===== config.mk =====
export PLATFORM = sky130hd
export DESIGN_NAME = data_bus_arbiter
export DESIGN_NICKNAME = d
export VERILOG_FILES = /design/src/rtl/data_bus_arbiter.sv
export SDC_FILE = /design/constraint.sdc
export NUM_CORES = 1
export LEC_CHECK = 0
export ABC_AREA = 1
export BUFFER_PORTS_ARGS = -buffer_cell sky130_fd_sc_hd__buf_2
export CORE_AREA = 2 2 145 147
export DETAILED_ROUTE_END_ITERATION = 6
export DIE_AREA = 0 0 147 149
export GPL_TIMING_DRIVEN = 0
export RECOVER_POWER = 25
export SLEW_MARGIN = 20
export SYNTH_ARGS = -nofsm -noshare
export SYNTH_HDL_FRONTEND = slang
export SYNTH_SLANG_ARGS = --single-unit

===== constraint.sdc =====
create_clock -name clk -period 1.6 [get_ports clk]
set_clock_uncertainty 0.15 [all_clocks]
set_input_delay 0 -clock clk [delete_from_list [all_inputs] [get_ports clk]]
set_output_delay 0 -clock clk [all_outputs]
set_load 0.1 [all_outputs]

===== src/rtl/data_bus_arbiter.sv =====
// Two-master data bus arbiter: the CPU memory stage owns the bus by default;
// an auxiliary master (DMA / boot loader) takes idle slots, is force-granted
// after STARVE_LIMIT consecutive denials, and may lock the bus for bursts of
// up to MAX_LOCK granted cycles. The slave is combinational, so bus outputs
// and read data are routed in the same cycle as the request.
//
// Optional feature macro: DATA_BUS_ARB_STATS_EN
//   defined   -> stat_cpu_stalls / stat_aux_xfers are saturating 32-bit counters
//   undefined -> both stat ports tied to 0, no counter logic
//
// Ports:
//   clk, rst_n                          clock, synchronous active-low reset
//   cpu_re/we/addr/wdata -> cpu_rdata   CPU request / read data
//   cpu_stall                           CPU access held off this cycle
//   aux_req/lock/we/addr/wdata          aux request, burst lock, payload
//   aux_gnt, aux_rdata                  aux transfer performed / read data
//   bus_re/we/addr/wdata <- bus_rdata   shared slave port
//   stat_cpu_stalls, stat_aux_xfers     statistics counters
module data_bus_arbiter #(
    parameter int unsigned STARVE_LIMIT = 8,
    parameter int unsigned MAX_LOCK     = 16
) (
    input  logic        clk,
    input  logic        rst_n,
    input  logic        cpu_re,
    input  logic [3:0]  cpu_we,
    input  logic [31:0] cpu_addr,
    input  logic [31:0] cpu_wdata,
    output logic [31:0] cpu_rdata,
    output logic        cpu_stall,
    input  logic        aux_req,
    input  logic        aux_lock,
    input  logic [3:0]  aux_we,
    input  logic [31:0] aux_addr,
    input  logic [31:0] aux_wdata,
    output logic        aux_gnt,
    output logic [31:0] aux_rdata,
    output logic        bus_re,
    output logic [3:0]  bus_we,
    output logic [31:0] bus_addr,
    output logic [31:0] bus_wdata,
    input  logic [31:0] bus_rdata,
    output logic [31:0] stat_cpu_stalls,
    output logic [31:0] stat_aux_xfers
);

    localparam int unsigned CNT_W = 8;
    localparam logic [CNT_W-1:0] STARVE_LAST = CNT_W'(STARVE_LIMIT - 1);
    localparam logic [CNT_W-1:0] LOCK_LAST   = CNT_W'(MAX_LOCK - 1);
    // A one-cycle burst limit is already met by the entry grant, so no lock state is needed.
    localparam bit LOCK_ALLOWED = (MAX_LOCK > 1);

    typedef enum logic [1:0] {
        S_CPU   = 2'd0,
        S_FORCE = 2'd1,
        S_LOCK  = 2'd2
    } state_t;

    state_t           state, state_nxt;
    logic [CNT_W-1:0] wait_cnt, wait_nxt;
    logic [CNT_W-1:0] lock_cnt, lock_nxt;
    logic             cpu_act;
    logic             aux_rd;
    logic             sel_cpu;
    logic             sel_aux;
    logic             stall;

    assign cpu_act = cpu_re | (|cpu_we);
    assign aux_rd  = (aux_we == 4'd0);

    // State and counter registers.
    always_ff @(posedge clk) begin
        if (!rst_n) begin
            state    <= S_CPU;
            wait_cnt <= '0;
            lock_cnt <= '0;
        end else begin
            state    <= state_nxt;
            wait_cnt <= wait_nxt;
            lock_cnt <= lock_nxt;
        end
    end

    // Ownership decision, next state and counter updates.
    always_comb begin
        state_nxt = state;
        wait_nxt  = wait_cnt;
        lock_nxt  = lock_cnt;
        sel_cpu   = 1'b0;
        sel_aux   = 1'b0;
        stall     = 1'b0;
        case (state)
            S_CPU: begin
                wait_nxt = '0;
                if (cpu_act) begin
                    sel_cpu = 1'b1;
                    if (aux_req) begin
                        if (wait_cnt == STARVE_LAST) begin
                            state_nxt = S_FORCE;
                        end else begin
                            wait_nxt = wait_cnt + CNT_W'(1);
                        end
                    end
                end else if (aux_req) begin
                    sel_aux = 1'b1;
                    if (aux_lock && LOCK_ALLOWED) begin
                        state_nxt = S_LOCK;
                        lock_nxt  = CNT_W'(1);
                    end
                end
            end
            S_FORCE: begin
                sel_aux  = aux_req;
                stall    = cpu_act;
                wait_nxt = '0;
                if (aux_req && aux_lock && LOCK_ALLOWED) begin
                    state_nxt = S_LOCK;
                    lock_nxt  = CNT_W'(1);
                end else begin
                    state_nxt = S_CPU;
                end
            end
            S_LOCK: begin
                sel_aux  = aux_req;
                stall    = cpu_act;
                wait_nxt = '0;
                // lock_cnt counts grants already made; this grant reaching MAX_LOCK ends the burst.
                if (!aux_req || !aux_lock || (lock_cnt >= LOCK_LAST)) begin
                    state_nxt = S_CPU;
                    lock_nxt  = '0;
                end else begin
                    lock_nxt = lock_cnt + CNT_W'(1);
                end
            end
            default: begin
                state_nxt = S_CPU;
                wait_nxt  = '0;
                lock_nxt  = '0;
            end
        endcase
    end

    // Bus and read-data steering; everything is held at 0 while in reset.
    always_comb begin
        bus_re    = 1'b0;
        bus_we    = 4'd0;
        bus_addr  = 32'd0;
        bus_wdata = 32'd0;
        cpu_rdata = 32'd0;
        aux_rdata = 32'd0;
        aux_gnt   = 1'b0;
        cpu_stall = 1'b0;
        if (rst_n) begin
            cpu_stall = stall;
            if (sel_cpu) begin
                bus_re    = cpu_re;
                bus_we    = cpu_we;
                bus_addr  = cpu_addr;
                bus_wdata = cpu_wdata;
                cpu_rdata = cpu_re ? bus_rdata : 32'd0;
            end else if (sel_aux) begin
                aux_gnt   = 1'b1;
                bus_re    = aux_rd;
                bus_we    = aux_we;
                bus_addr  = aux_addr;
                bus_wdata = aux_wdata;
                aux_rdata = aux_rd ? bus_rdata : 32'd0;
            end
        end
    end

`ifdef DATA_BUS_ARB_STATS_EN
    logic [31:0] stall_cnt;
    logic [31:0] xfer_cnt;

    // Saturating activity counters.
    always_ff @(posedge clk) begin
        if (!rst_n) begin
            stall_cnt <= '0;
            xfer_cnt  <= '0;
        end else begin
            if (cpu_stall && (stall_cnt != '1)) begin
                stall_cnt <= stall_cnt + 32'd1;
            end
            if (aux_gnt && (xfer_cnt != '1)) begin
                xfer_cnt <= xfer_cnt + 32'd1;
            end
        end
    end

    assign stat_cpu_stalls = stall_cnt;
    assign stat_aux_xfers  = xfer_cnt;
`else
    assign stat_cpu_stalls = 32'd0;
    assign stat_aux_xfers  = 32'd0;
`endif

endmodule


==> flow_summary.yaml, run 1 <==
synthesis:
  async_flop_share_pct: 0
  postSynthRegisterBits: 18
  dominant_register_cell_in_the_synthesized_netlist: "sky130_fd_sc_hd__dfxtp_1"
  synth_top_cell_by_area: "sky130_fd_sc_hd__nand2_1"
  synth_enable_flop_cells: 0
  post_synthesis_simple_gate_area_fraction_pct: 52.6
  netlist_area_um2: 2960
  synth_warnings: 0
  synth_mux_area_share_pct: 0
  postSynthAreaPerCell_um2: 5.44
  synth_commonest_cells: "158 x sky130_fd_sc_hd__nand2_1, 80 x sky130_fd_sc_hd__nand3_1, 68 x sky130_fd_sc_hd__nor3_1"
  synthCells: 544
  synthMostInstantiatedCell: "sky130_fd_sc_hd__nand2_1"
  synth_cell_type_count: 30
  complex_gate_fraction_of_the_synthesized_area_pct: 2.32
  synth_xor_xnor_area_share_pct: 0.887
  leading_post_synthesis_cells_by_cell_area: "sky130_fd_sc_hd__nand2_1 20%, sky130_fd_sc_hd__buf_4 16%, sky130_fd_sc_hd__nand3_1 14%"
  adder_and_majority_gate_portion_of_the_synthesized_area_pct: 2.96
  area_fraction_of_the_dominant_cell_type_after_synthesis_pct: 20.0
  synth_top_family_by_area: "simple AND/OR/NAND/NOR gates"
  synth-seq-area-share_pct: 12.2
sta:
  final.setup.worst_slack_ns: -0.578
  setup_viol_count_final: 135
  drv_slew: 0
  final_hold_viol_count: 0
  finalSetupTns_ns: -56.21
  timing.max_slew.rel_slack_pct: 54.1
  final_min_period_over_clock_period_pct: 136
  fmax_ghz: 0.459
  grt_setup_unrepaired: "yes"
  final_period_minus_worst_setup_slack_ns: 2.18
  hold_ws_ns: 0.0391
  tightest_slew_ns: 0.689
setup_path:
  worstReg2RegStart: "state[0]"
  setup.worst_path.end_class: "output port"
  critical_path_arrival_ns: 2.03
  stages_on_worst_setup_path: 11
  worst_ep_required_time_ns: 1.45
  setup.worst_path.class: "flop to output port"
  critPathMaxFanout: 5
  timing.critical_path.slowest_cell_delay_ns: 0.37
  worstPathBufferInverterCount: 5
  timing.critical_path.slowest_stage_cell: "sky130_fd_sc_hd__dfxtp_4"
  worst_path_dominant_cell_family: "buffers and inverters"
  r2r_slack_ns: -0.03
  rr_worst_depth: 11
  worst_r2r_endpoint: "lock_cnt[0]"
  start_kind: "flop"
  cp_common_cell: "sky130_fd_sc_hd__nand2_4"
  cell_by_cell_trace_of_the_critical_path: "inv_4 -> ha_4 -> inv_4 -> nand2_4 -> nand2_4 -> nor2_4 -> buf_6 -> bufbuf_16 -> nand2_4 -> nand2_8 -> buf_12"
placed_design:
  finalWeightedCongestion: 0.752
  numPortBuffers: 306
  placedInstanceArea_um2: 7730
  dp.cells: 1188
  final_hpwl_dp_mm: 14.2
floorplan:
  die_y_um: 149
  initial_core_util_pct: 14.4
  core.rowCount: 53
  core_area_um2: 20600
  die_width_um: 147
  fp.dieArea_um2: 21900
  floorplan.io_pins: 372
cells_and_area:
  fin_nets: 1138
  final_area_um2: 10900
  n_fill_cell: 1708
  final_layout_size_suffix_gt1_share_pct: 73.8
  final_cell_count_no_fill: 1233
  area_grow_syn2layout_pct: 268
power_and_ir_drop:
  power_leakage_uw: 0.00502
  power_density_nw_per_um2: 1190
  vdd_drop_max_mv: 0.831
global_routing:
  maximum_number_of_pins_on_one_net_before_global_route_repair: 11
  globalRouteOverflowTotal: 0
  groute.usage.overall_pct: 17.1
  antenna_found_initial: 2
  first_global_vias: 5314
  grt_pass1_wl_mm: 29.7
clock_tree:
  worst_setup_hold_path_clk_slew_ns: 0.05
  cts_sinks: 18
  cts_inserted_buffers: 3
  h-tree-depth: 1
  ctsHoldBuffers: 0
  clk_latency_ns: 0.24
  cts-root-to-sink-buffers: 2
  cts_root_buffer: "sky130_fd_sc_hd__clkbuf_16"
  cts_tree: "done"
route:
  route.detailed.vias_per_inst: 4.05
  detailedRoute.firstPassIterationCount: 4
  wl_per_cell_um: 16.1
  ant_nets: 0
  num_vias: 4997
  drt_wl_total_mm: 19.9
  route.detailed.drc: 0
  drt_first_iter_violations: 178
hold_path:
  hp-class: "input port to flop"
  hold_path_startpoint: "aux_lock"
  min_delay_worst_endpoint: "state[0]"
  hold_path_depth: 6
job:
  max_cap_violations: 0
run_status:
  outcome: "finished, violations left"
  failed_checks: "negative setup slack"
worst max-delay path by stage:
stage	from	slack (ns)	endpoint
after global placement	state[0]	-0.99	bus_addr[11]
after global routing	state[1]	-0.64	bus_wdata[0]
after floorplan	state[1]	-0.67	aux_rdata[0]
final	state[0]	-0.58	bus_wdata[23]
after detailed placement	state[0]	-0.99	bus_addr[11]
after CTS	state[1]	-0.57	bus_addr[12]
cells in the final DEF, fill, tap and decap left out, types with 7 or more instances in the layout:
master and count:
sky130_fd_sc_hd__buf_12 155, sky130_fd_sc_hd__buf_2 174, sky130_fd_sc_hd__buf_4 84, sky130_fd_sc_hd__buf_6 12, sky130_fd_sc_hd__clkbuf_16 7, sky130_fd_sc_hd__conb_1 64, sky130_fd_sc_hd__dfxtp_1 16, sky130_fd_sc_hd__inv_1 45
sky130_fd_sc_hd__nand2_1 20, sky130_fd_sc_hd__nand2_2 7, sky130_fd_sc_hd__nand2_4 35, sky130_fd_sc_hd__nand2_8 101, sky130_fd_sc_hd__nand3_1 48, sky130_fd_sc_hd__nand3_2 32, sky130_fd_sc_hd__nor2_1 25, sky130_fd_sc_hd__nor3_4 63
layout make-up:
| cell class | count | area (µm²) | share of cell area (%) |
|---|---|---|---|
| Tap cell | 275 | 344 | 3.16 |
| Antenna cell | 2 | 5.00 | 0.0460 |
| Multi-Input combinational cell | 438 | 4860 | 44.7 |
| Buffer | 97 | 860 | 7.89 |
| Timing Repair Buffer | 350 | 4180 | 38.4 |
| Inverter | 50 | 198 | 1.82 |
| Clock buffer | 3 | 75.1 | 0.689 |
| Sequential cell | 18 | 368 | 3.38 |
cells by family after synthesis:
| kind of cell | count (synthesis) |
|---|---|
| and+or+nand+nor | 352 |
| other | 1 |
| AOI/OAI and AO/OA | 12 |
| DFF | 18 |
| adders and majority gates | 7 |
| xor gates and xnor gates | 3 |
| buffers and inverters | 151 |
per-stage QoR:
| step | total power [µW] | utilization, % | worst slack, ns |
|---|---|---|---|
| after floorplan | 8240 | - | -0.668 |
| after global placement | 9470 | 37.6 | -0.990 |
| after detailed placement | 9500 | 37.6 | -0.991 |
| after CTS | 12900 | 52.2 | -0.570 |
| after global routing | 13500 | 53.0 | -0.638 |
| final | 13000 | 53.0 | -0.578 |
report_power, final:
| group | switching [µW] | internal, µW | leakage (µW) |
|---|---|---|---|
| clock network | 155 | 328 | 0.0000370 |
| logic | 7830 | 4150 | 0.00484 |
| registers | 44.7 | 499 | 0.000147 |
tightest hold or removal path, delay by kind of cell:
kind / cells / cell delay (ns)
buffers and inverters: 1 / 0.10
and+or+nand+nor: 5 / 0.30
metal layers:
metal  wire length (µm)  part of all wire [%]  global-route usage [%]  up-vias
met4                312                   1.6                    3.13        0
met3               1380                   6.9                    4.04       18
met2              11100                    56                    33.9      229
li1                   -                     -                       -     2449
met1               7110                    36                    18.7     2301
met5                  0                     0                       0        -
repair_timing:
item	4_1_cts	5_1_grt
buffers inserted	31	7
gates cloned	7	1
pin swaps	26	22
gates resized for setup	631	34
endpoints found under the setup margin	149	153
flip-flops by register name, summed over array words and instances, names as in the netlist:
register,cells
lock_cnt,8
wait_cnt,8
state,2
No activity file was read; power rests on OpenSTA's default activity.
==> inputs of run 2 (changes only) <==
clock period = 1.9 ns   (was 1.6 ns; I/O delays follow)
==> run 2 against run 1 <==
Net effect: the run still ends with negative setup slack left; final area decreased by 14%; register-to-register slack about the same; clock power decreased by 4%; critical path type unchanged; highest routed layer unchanged; first-iteration DRC count decreased by 11%; die area unchanged; critical endpoint is now bus_addr[5]; non-clock buffer count decreased by 7; sequential power decreased by 16%; combinational power decreased by 24%; cell count decreased by 0.65%.
==> flow_summary.yaml, run 2 (synthesized netlist as in run 1, its figures left out) <==
run_status:
  outcome: "finished, violations left"
  failed_checks: "negative setup slack"
global_routing:
  grt-busiest-layer: "met2"
  grt_util_met3_pct: 2.48
  globalRouteMet2Util_pct: 29.1
  antenna_found_initial: 0
  grt.met1_usage_pct: 18.1
  grt_pass1_wl_mm: 26.2
  first_global_vias: 4829
  globalRouteOverflowTotal: 0
  groute.usage.overall_pct: 15.1
  maximum_number_of_pins_on_one_net_before_global_route_repair: 11
sta:
  setup_viol_count_final: 105
  final.setup.worst_slack_ns: -0.248
  hold_ws_ns: 0.0623
  drv_slew: 0
  final_period_minus_worst_setup_slack_ns: 2.15
  final_min_period_over_clock_period_pct: 113
  grt_setup_unrepaired: "yes"
  fmax_ghz: 0.465
  final_hold_viol_count: 0
  tightest_slew_ns: 0.582
  timing.max_slew.rel_slack_pct: 61.2
placed_design:
  finalWeightedCongestion: 0.832
  numPortBuffers: 306
  final_hpwl_dp_mm: 13.2
  placedInstanceArea_um2: 6160
clock_tree:
  cts_tree: "done"
  cts_root_buffer: "sky130_fd_sc_hd__clkbuf_16"
  cts_sinks: 18
  clk_latency_ns: 0.25
  worst_setup_hold_path_clk_slew_ns: 0.06
  h-tree-depth: 1
  cts-root-to-sink-buffers: 2
  cts_inserted_buffers: 3
floorplan:
  die_y_um: 149
  initial_core_util_pct: 14.4
  core_area_um2: 20600
  fp.dieArea_um2: 21900
  die_width_um: 147
  core.rowCount: 53
  floorplan.io_pins: 372
setup_path:
  setup.worst_path.end_class: "output port"
  rr_worst_depth: 12
  start_kind: "flop"
  critical_path_arrival_ns: 2.00
  critPathMaxFanout: 5
  setup.worst_path.class: "flop to output port"
  r2r_slack_ns: -0.04
  worst_ep_required_time_ns: 1.75
  worstReg2RegStart: "state[1]"
  worst_r2r_endpoint: "lock_cnt[0]"
route:
  wl_per_cell_um: 15.6
  detailedRoute.firstPassIterationCount: 4
  ant_nets: 0
  drt_wl_total_mm: 19.2
  num_vias: 4994
  drt_first_iter_violations: 158
  route.detailed.drc: 0
  route.detailed.vias_per_inst: 4.08
power_and_ir_drop:
  power_leakage_uw: 0.00488
  power_density_nw_per_um2: 1060
  vdd_drop_max_mv: 0.666
cells_and_area:
  final_common_cell: "sky130_fd_sc_hd__buf_2"
  reg.largest.list: "lock_cnt x8, wait_cnt x8, state x2"
  final_area_um2: 9400
  antenna_cells_inserted: 0
  n_fill_cell: 1874
  seq_area_um2: 368
  fin_nets: 1131
  leading_cell_types_in_the_layout_fill_and_taps_excluded: "178 x sky130_fd_sc_hd__buf_2, 127 x sky130_fd_sc_hd__buf_12, 118 x sky130_fd_sc_hd__nand2_4"
  final_layout_size_suffix_gt1_share_pct: 68.5
  area_grow_syn2layout_pct: 217
  multi_input_area_um2: 3680
hold_path:
  hold_path_depth: 6
  hold_path_startpoint: "aux_lock"
  min_delay_worst_endpoint: "state[0]"
  hp-class: "input port to flop"
job:
  max_cap_violations: 0
run 2: cell count changes in the layout (fill, tap and decap cells not counted), moves of 28 or more:
cell / delta
sky130_fd_sc_hd__nand3_1: +30
sky130_fd_sc_hd__nand2_4: +83
sky130_fd_sc_hd__buf_12: -28
sky130_fd_sc_hd__nand3_2: -30
sky130_fd_sc_hd__nand2_8: -100
run 2: where the power goes:
part           total, µW  leakage, µW  internal (µW)  switching (µW)
logic               9070      0.00469           2950            6120
registers            458     0.000147            420            37.8
clock network        466    0.0000442            320             146
total              10000      0.00488           3690            6300
run 2: per-layer routing:
layer	up-vias	wire length (µm)	part of all wire, %
li1	2432	-	-
met1	2325	7210	38
met2	221	10600	55
met3	16	1170	6.1
met4	0	206	1.1
met5	-	0	0
run 2: cell type report:
class | instances | area share, %
buffer | 99 | 9.51
timing repair buffer | 341 | 40.8
clock buffer | 4 | 0.945
multi-input combinational | 438 | 39.2
inverter | 50 | 2.05
tap | 275 | 3.66
sequential | 18 | 3.91
run 2: worst max-delay path by stage:
stage                     slack, ns  depth (start not counted)  startpoint      endpoint
after floorplan               -0.37                          8    state[1]  aux_rdata[0]
after global placement        -0.59                          9    state[1]  bus_wdata[5]
after detailed placement      -0.62                          9    state[1]  bus_wdata[5]
after CTS                     -0.25                         12    state[1]   bus_addr[5]
after global routing          -0.30                         12    state[1]   bus_addr[5]
final                         -0.25                         12    state[1]   bus_addr[5]
run 2: timing repair:
| item | in CTS | in global routing |
|---|---|---|
| buffers inserted | 21 | 10 |
| gates resized for setup | 535 | 210 |
| gates cloned | 5 | 2 |
| pin swaps | 8 | 14 |
| setup endpoints to repair | 135 | 132 |
| hold buffers | 0 | 0 |
run 2: metrics by stage:
stage / total power [µW] / cells / utilization (%) / TNS [ns] / worst slack (ns)
floorplan: 6220 / 607 / - / -13.43 / -0.368
global placement: 7270 / 1188 / 30.0 / -46.36 / -0.593
detailed placement: 7280 / 1188 / 30.0 / -43.95 / -0.620
CTS: 9480 / 1217 / 41.1 / -16.09 / -0.248
global route: 10300 / 1225 / 45.7 / -22.74 / -0.303
finish: 10000 / 1225 / 45.7 / -14.77 / -0.248
run 2: worst max-delay path, stage by stage, from the launching register on:
cell                      delay [ns]
sky130_fd_sc_hd__dfxtp_4        0.36
sky130_fd_sc_hd__inv_4          0.06
sky130_fd_sc_hd__ha_4           0.16
sky130_fd_sc_hd__nand4_4        0.09
sky130_fd_sc_hd__nand2_4        0.11
sky130_fd_sc_hd__nand2_4        0.06
sky130_fd_sc_hd__nor2_4         0.18
sky130_fd_sc_hd__buf_6          0.16
sky130_fd_sc_hd__buf_12         0.10
sky130_fd_sc_hd__buf_12         0.14
sky130_fd_sc_hd__nand2_4        0.06
sky130_fd_sc_hd__nand2_4        0.07
sky130_fd_sc_hd__buf_12         0.17
